--- src/rtl/uart_tx_sched.sv ---
// uart_tx_sched: round-robin sharing of one UART TX fifo write port among NREQ
// requesters, plus a drain FSM that pops one word per transmitter frame.
module uart_tx_sched #(
   parameter int WIDTH = 8,
   parameter int NREQ  = 2,
   parameter int CNTW  = 16
) (
   input  logic                   clk,
   input  logic                   rst,
   input  logic                   en,
   input  logic [NREQ-1:0]        req_valid,
   input  logic [NREQ*WIDTH-1:0]  req_data,
   output logic [NREQ-1:0]        req_ready,
   output logic [WIDTH-1:0]       fifo_wdata,
   output logic                   fifo_wr_en,
   input  logic                   fifo_full,
   output logic                   fifo_rd_en,
   input  logic [WIDTH-1:0]       fifo_rdata,
   input  logic                   fifo_empty,
   output logic [WIDTH-1:0]       tx_data,
   output logic                   tx_start,
   input  logic                   tx_busy,
   output logic [CNTW-1:0]        tx_count
);

   localparam int PW = (NREQ > 1) ? $clog2(NREQ) : 1;
   localparam logic [PW-1:0] LAST = PW'(NREQ - 1);

   typedef enum logic [2:0] {
      S_IDLE,
      S_POP,
      S_LOAD,
      S_WAITB,
      S_WAITD
   } state_t;

   logic [PW-1:0]    ptr;
   logic [PW-1:0]    ptr_next;
   logic [PW-1:0]    cand;
   logic [PW-1:0]    idx;
   logic             found;
   logic             grant;

   state_t           state;
   state_t           state_next;
   logic             wait_cnt;
   logic             wait_next;
   logic             rd_next;
   logic             start_next;
   logic [WIDTH-1:0] data_next;
   logic [CNTW-1:0]  count_next;

   // Find the first valid requester at or after the round-robin pointer.
   always_comb begin
      cand  = ptr;
      idx   = ptr;
      found = 1'b0;
      for (int k = 0; k < NREQ; k++) begin
         idx = PW'((int'(ptr) + k) % NREQ);
         if (!found && req_valid[idx]) begin
            cand  = idx;
            found = 1'b1;
         end
      end
   end

   // Grant the candidate only when enabled, out of reset and the fifo has room.
   always_comb begin
      grant      = found & en & ~fifo_full & ~rst;
      req_ready  = '0;
      fifo_wdata = '0;
      if (grant) begin
         req_ready[cand] = 1'b1;
         fifo_wdata      = req_data[int'(cand)*WIDTH +: WIDTH];
      end
      fifo_wr_en = |(req_valid & req_ready);
      ptr_next   = ptr;
      if (fifo_wr_en) begin
         ptr_next = (cand == LAST) ? '0 : cand + PW'(1);
      end
   end

   // Round-robin pointer advances past the requester that just transferred.
   always_ff @(posedge clk) begin
      if (rst) begin
         ptr <= '0;
      end else begin
         ptr <= ptr_next;
      end
   end

   // Drain sequencing: pop, wait for fifo data, launch a frame, then track busy.
   always_comb begin
      state_next = state;
      wait_next  = wait_cnt;
      rd_next    = 1'b0;
      start_next = 1'b0;
      data_next  = tx_data;
      count_next = tx_count;
      case (state)
         S_IDLE: begin
            if (en && !fifo_empty && !tx_busy) begin
               rd_next    = 1'b1;
               state_next = S_POP;
            end
         end
         S_POP: begin
            state_next = S_LOAD;
         end
         S_LOAD: begin
            data_next  = fifo_rdata;
            start_next = 1'b1;
            count_next = tx_count + CNTW'(1);
            wait_next  = 1'b0;
            state_next = S_WAITB;
         end
         S_WAITB: begin
            if (tx_busy || wait_cnt) begin
               state_next = S_WAITD;
            end else begin
               wait_next = 1'b1;
            end
         end
         S_WAITD: begin
            if (!tx_busy) begin
               state_next = S_IDLE;
            end
         end
         default: begin
            state_next = S_IDLE;
         end
      endcase
   end

   // Drain state and its registered outputs.
   always_ff @(posedge clk) begin
      if (rst) begin
         state      <= S_IDLE;
         wait_cnt   <= 1'b0;
         fifo_rd_en <= 1'b0;
         tx_start   <= 1'b0;
         tx_data    <= '0;
         tx_count   <= '0;
      end else begin
         state      <= state_next;
         wait_cnt   <= wait_next;
         fifo_rd_en <= rd_next;
         tx_start   <= start_next;
         tx_data    <= data_next;
         tx_count   <= count_next;
      end
   end

endmodule

--- config.mk ---
export PLATFORM = sky130hd
export DESIGN_NAME = uart_tx_sched
export DESIGN_NICKNAME = d
export VERILOG_FILES = /design/src/rtl/uart_tx_sched.sv
export SDC_FILE = /design/constraint.sdc
export NUM_CORES = 1
export LEC_CHECK = 0
export CORE_ASPECT_RATIO = 2
export CORE_UTILIZATION = 36
export CTS_BUF_LIST = sky130_fd_sc_hd__clkbuf_4 sky130_fd_sc_hd__clkbuf_8 sky130_fd_sc_hd__clkbuf_16
export DETAILED_ROUTE_END_ITERATION = 10
export HOLD_SLACK_MARGIN = 0.1
export PLACE_DENSITY = 0.76
export SYNTH_ARGS = -nofsm -noshare
export SYNTH_HDL_FRONTEND = slang
export SYNTH_SLANG_ARGS = --single-unit
export TNS_END_PERCENT = 5
--- constraint.sdc ---
create_clock -name clk -period 1.7 [get_ports clk]
set_clock_uncertainty 0.2 [all_clocks]
set_input_delay 0.255 -clock clk [delete_from_list [all_inputs] [get_ports clk]]
set_output_delay 0.255 -clock clk [all_outputs]
set_load 0.005 [all_outputs]
# Word-level counts from Yosys, hierarchy flattened
# Cells that the tools add are included.
dict set report word_totals {
  elab_cells 64
  inputBits 32
  out_inout_bits 37
  reg_bits 31
}
dict set report classes {
  eq_ne 8
  n_lt_le_gt_ge 4
  shift 1
  addsub 3
  bitwise 7
  n_reduce_logical 14
  mux 20
}
# op n
set op_table {}
lappend op_table {{16-bit by 1-bit adder with 16-bit output (second input constant)} 1}
lappend op_table {{16-bit by 5-bit indexed part select with 8-bit output} 1}
lappend op_table {{3-bit one-hot mux with 5 select lines} 1}
lappend op_table {{1-bit two-way mux} 12}
lappend op_table {{3-bit two-way mux} 3}
lappend op_table {{8-bit two-way mux} 1}
lappend op_table {{2-bit != test (second input constant)} 4}
lappend op_table {{3-bit by 2-bit equality test with 1-bit output (second input constant)} 2}
lappend op_table {{1-bit by 2-bit < comparator with 1-bit output (second input constant)} 3}
lappend op_table {{1-bit logical AND} 4}
lappend op_table {{2-bit OR reduction} 2}
lappend op_table {{1-bit bitwise AND} 3}
lappend op_table {{3-bit by 1-bit equality test with 1-bit output (second input constant)} 1}
lappend op_table {{3-bit equality test (second input constant)} 1}
lappend op_table {{1-bit zero test} 3}
lappend op_table {{3-bit zero test} 1}
lappend op_table {{1-bit inverter} 3}
lappend op_table {{3-bit AND reduction} 1}
lappend op_table {{1-bit adder (second input constant)} 2}
lappend op_table {{2-bit bitwise AND} 1}
lappend op_table {{2-bit two-way mux} 1}
lappend op_table {{1-bit one-hot mux with 2 select lines} 1}
lappend op_table {{2-bit AND reduction} 1}
lappend op_table {{2-bit nonzero test} 1}
lappend op_table {{3 further kinds} 3}

# Depth between registers and ports, before layout
dict set report logic_depth {
  ltp_word 13
  mapped_depth 5
}

# Worst setup path after synthesis
# Ideal clock, no wire load.
dict set report synth_path {
  kind {reg2reg}
  start {reg tx_count[0]}
  end {reg tx_count[14]}
  path_buffers 0
  required_ps 1430
  stages_incl_launch_ff 6
  arrival_ps 1376
  synth_period_minus_slack_ps 1647
  slack_ps 53
  path_cell_list {dfxtp_1 > ha_1 > and4bb_2 > nand4_1 > or3_1 > a21oi_1}
}
dict set report synth_between {
  elab_chain_len 1
}
# item line
set synth_lines {}
lappend synth_lines {{start, declared} 23} ;# output logic [CNTW-1:0] tx_count
lappend synth_lines {{start signal, assigned} 150} ;# tx_count <= count_next;
lappend synth_lines {{16-bit by 1-bit adder with 16-bit output} 113} ;# count_next = tx_count + CNTW'(1);
# No other way between the ends.
# A chain may end at the register's enable or synchronous reset.

# Worst setup path after layout
dict set report layout_path {
  start {in en}
  end {out fifo_wdata[1]}
}
dict set report layout_between {
  elab_chain_len 4
}
# item line
set layout_lines {}
lappend layout_lines {{start, declared} 10} ;# input logic en,
lappend layout_lines {{1-bit bitwise AND (3 in series)} 69} ;# grant = found & en & ~fifo_full & ~rst;
lappend layout_lines {{8-bit two-way mux} 72} ;# if (grant) begin
lappend layout_lines {{end, declared} 14} ;# output logic [WIDTH-1:0] fifo_wdata,
# No other way between the ends.

==> impl_metrics.env <==
export IMPL_worst_setup_path_end_kind="primary output"
export IMPL_design_power_total_uw=1590
export IMPL_setup_violations=8
export IMPL_place_congestion=0.768
export IMPL_die_area_um2=4080
export IMPL_number_of_enable_type_register_cells_in_the_synthesized_netlist=0
export IMPL_synth_async_sr_flop_share=0
export IMPL_grt_max_degree=30
export IMPL_chipHeight_um=89.3
export IMPL_post_synth_main_area_contributors="sky130_fd_sc_hd__dfxtp_1 (45%), sky130_fd_sc_hd__nand2_1 (6.0%), sky130_fd_sc_hd__a21oi_1 (5.8%)"
export IMPL_leakage_power_uw=0.00100
export IMPL_fin_nets=280
export IMPL_grt_busiest_layer="met2"
export IMPL_core_area_um2=3650
export IMPL_multiInputGateArea_um2=737
export IMPL_pin_slew_with_the_least_headroom_to_its_limit_ns=0.332
export IMPL_hold_wc_path_type="reg2reg"
export IMPL_drc=0
export IMPL_drv_max_cap_violation_count=0
export IMPL_total_placed_cells_including_tap_cells=287
export IMPL_synth_ff_latch_count=31
export IMPL_layout_filler_cells=347
export IMPL_post_dp_cell_area_um2=2200
export IMPL_clk_pin_slew_worst_paths_ns=0.06
export IMPL_final_cells=297
export IMPL_yosys_warnings=0
export IMPL_drt_pass1_iter_count=4
export IMPL_critical_path_required_time_ns=1.24
export IMPL_viasPerCell=4.92
export IMPL_globalRouteMet1Util=0.189
export IMPL_netlist_top_cell_by_area="sky130_fd_sc_hd__dfxtp_1"
export IMPL_final_setup_tns_ns=-0.246
export IMPL_globalRouteTotalUtil=0.198
export IMPL_vdd_ir_drop_max_v=0.000572
export IMPL_final_layout_size_suffix_gt1_frac=0.202
export IMPL_synth_area_per_cell_um2=8.42
export IMPL_grt_antenna_before_repair=0
export IMPL_dominant_delay_contributor_by_cell_family_on_the_critical_path="buffers and inverters"
export IMPL_cts_buffers_inserted=5
export IMPL_final_period_utilization=1.03
export IMPL_synth_fp_nets=196
export IMPL_grt_first_pass_wirelength_mm=5.83
export IMPL_crit_arrival_ns=1.29
export IMPL_report_final_slew_viol_count=0
export IMPL_mappedNetlistArea_um2=1370
export IMPL_postRouteWirelength_mm=3.68
export IMPL_die_width_um=45.7
export IMPL_initial_utilization=0.376
export IMPL_routed_via_count=1461
export IMPL_buffer_ports_inserted=68
export IMPL_synthDistinctLibCells=30
export IMPL_critical_path_n_buffers_inverters=3
export IMPL_global_route_usage_met2=0.349
export IMPL_max_root_sink_buffers=2
export IMPL_critPathSlowestCell="sky130_fd_sc_hd__dlygate4sd2_1"
export IMPL_number_of_h_tree_levels=2
export IMPL_worstPathCellList="dlygate4sd2_1, nor3b_4, and3_4, buf_6, a22o_1, buf_2"
export IMPL_tritoncts="built"
export IMPL_pwr_density_cell_nw_per_um2=691
export IMPL_final_cell_area_um2=2300
export IMPL_wl_per_cell_um=12.4
export IMPL_place_ws_ns=-0.755
export IMPL_drtIter0Drc=31
export IMPL_worst_setup_slack_final_ns=-0.0438
export IMPL_grt_overflow=0
export IMPL_setup_repair_after_global_routing_missed_its_margin="yes"
export IMPL_clock_latency_on_the_worst_skew_pair_ns=0.28
export IMPL_start_kind="input port"
export IMPL_final_hold_violation_count=0
export IMPL_detail_route_antenna_nets=0
export IMPL_postSynth_topFlopCell="sky130_fd_sc_hd__dfxtp_1"
export IMPL_placementRows=31
export IMPL_seq_area_um2=628
export IMPL_post_synth_most_frequent_cells="sky130_fd_sc_hd__dfxtp_1 (31), sky130_fd_sc_hd__nand2_1 (22), sky130_fd_sc_hd__nor2_1 (18), sky130_fd_sc_hd__a21oi_1 (16)"
export IMPL_synth_cells=163
export IMPL_cell_with_the_most_instances_after_synthesis="sky130_fd_sc_hd__dfxtp_1"
export IMPL_yosys_area_top_type_share=0.452
export IMPL_detailedPlacementHpwl_mm=2.75
export IMPL_first_global_vias=1381
export IMPL_top_level_ports=69
export IMPL_clk_root_buffer_cell="sky130_fd_sc_hd__clkbuf_8"
export IMPL_highest_fanout_seen_on_the_critical_path=5
export IMPL_insertedDiodeCount=0
export IMPL_layout_area_overhead_vs_synth_pct=67.5
export IMPL_status="complete, but fails checks"
export IMPL_seq_area_frac_synth=0.452
export IMPL_global_route_usage_met3=0.0586
export IMPL_achievable_frequency_mhz=573
export IMPL_crit_type="in2out"
export IMPL_critPathMaxStageDelay_ns=0.24
export IMPL_violations_in_the_final_reports="setup timing"
export IMPL_min_period_ns=1.74
export IMPL_clock_sinks=31
export IMPL_max_slew_margin_rel=0.779
-- per-layer routing --
layer	vias to the layer above	share of wire
met5	-	0
met4	0	0.038
met3	12	0.054
met2	65	0.55
met1	650	0.36
li1	734	-
-- final timing paths --
check / from / to / slack [ns] / cells past startpoint
setup / recovery: en / fifo_wdata[1] / -0.04 / 6
hold / removal: tx_data[1] / tx_data[1] / 0.25 / 2
setup reg to reg: tx_count[5] / tx_count[15] / 0.05 / 4
hold reg to reg: tx_data[1] / tx_data[1] / 0.25 / 2
-- what timing repair did --
action | 4_1_cts | 5_1_grt
hold buffers | 0 | 0
buffers inserted | 0 | 2
pin swaps | 10 | 0
gates resized for setup | 59 | 10
cloned | 1 | 0
setup endpoints to repair | 12 | 20
-- cell type report --
cell class              count  share of cell area
flip-flops and latches     31               0.273
multi-input cells         122               0.320
inverters                   1             0.00163
clock inverters             1             0.00218
clock buffers               7              0.0365
well taps                  49              0.0267
repair buffers             86               0.339
-- worst min-delay path, cell delays in order, from the launching register on --
cell and delay, ns:
sky130_fd_sc_hd__dfxtp_1 0.31, sky130_fd_sc_hd__nand2_1 0.05, sky130_fd_sc_hd__a21oi_1 0.05
-- power by group --
group / internal [µW] / leakage [µW] / switching [µW]
Sequential: 751 / 0.000254 / 14.7
Combinational: 143 / 0.000697 / 92.0
Clock: 319 / 0.0000491 / 269
Total: 1210 / 0.00100 / 375
-- state kept, by name, indices dropped and copies added (netlist names) --
| name | cells |
|---|---|
| tx_count | 16 |
| tx_data | 8 |
| state | 3 |
| fifo_rd_en | 1 |
| ptr | 1 |
| tx_start | 1 |
| wait_cnt | 1 |
-- kinds of logic (layout without fill, tap and decap cells) --
| group | after synthesis | after routing | share of synthesized area |
|---|---|---|---|
| xor gates and xnor gates | 9 | 9 | 0.0574 |
| adders and majority gates | 1 | 1 | 0.00911 |
| buffers and inverters | 10 | 95 | 0.0292 |
| and+or+nand+nor | 78 | 78 | 0.304 |
| AOI/OAI and AO/OA | 34 | 34 | 0.149 |
| DFF | 31 | 31 | 0.452 |
-- stage by stage --
step | hold slack [ns] | util
2_1_floorplan | 0.191 | -
3_3_place_gp | 0.241 | 0.603
3_5_place_dp | 0.246 | 0.603
4_1_cts | 0.186 | 0.621
5_1_grt | 0.267 | 0.631
6_report | 0.253 | 0.631
-- placed cells by master (no fill, tap or decap), types with 2 or more instances in the layout --
cell type,Yosys,routed
sky130_fd_sc_hd__a21oi_1,16,16
sky130_fd_sc_hd__a22o_1,8,8
sky130_fd_sc_hd__and2_1,2,2
sky130_fd_sc_hd__and3_1,7,5
sky130_fd_sc_hd__and3_4,0,2
sky130_fd_sc_hd__buf_2,1,10
sky130_fd_sc_hd__buf_4,0,16
sky130_fd_sc_hd__buf_6,0,2
sky130_fd_sc_hd__clkbuf_4,0,2
sky130_fd_sc_hd__clkbuf_8,0,5
sky130_fd_sc_hd__clkdlybuf4s15_1,0,2
sky130_fd_sc_hd__clkdlybuf4s50_1,0,47
sky130_fd_sc_hd__dfxtp_1,31,25
sky130_fd_sc_hd__dfxtp_2,0,6
sky130_fd_sc_hd__dlygate4sd2_1,0,4
sky130_fd_sc_hd__dlymetal6s2s_1,0,5
sky130_fd_sc_hd__nand2_1,22,22
sky130_fd_sc_hd__nand2b_1,2,2
sky130_fd_sc_hd__nand3_1,7,7
sky130_fd_sc_hd__nand4_1,4,4
sky130_fd_sc_hd__nor2_1,18,18
sky130_fd_sc_hd__nor3b_1,3,2
sky130_fd_sc_hd__nor3b_4,1,2
sky130_fd_sc_hd__o21ai_0,8,7
sky130_fd_sc_hd__or3_1,6,6
sky130_fd_sc_hd__xnor2_1,2,2
sky130_fd_sc_hd__xor2_1,7,7
Note: power is estimated with default switching activity, not from simulation.
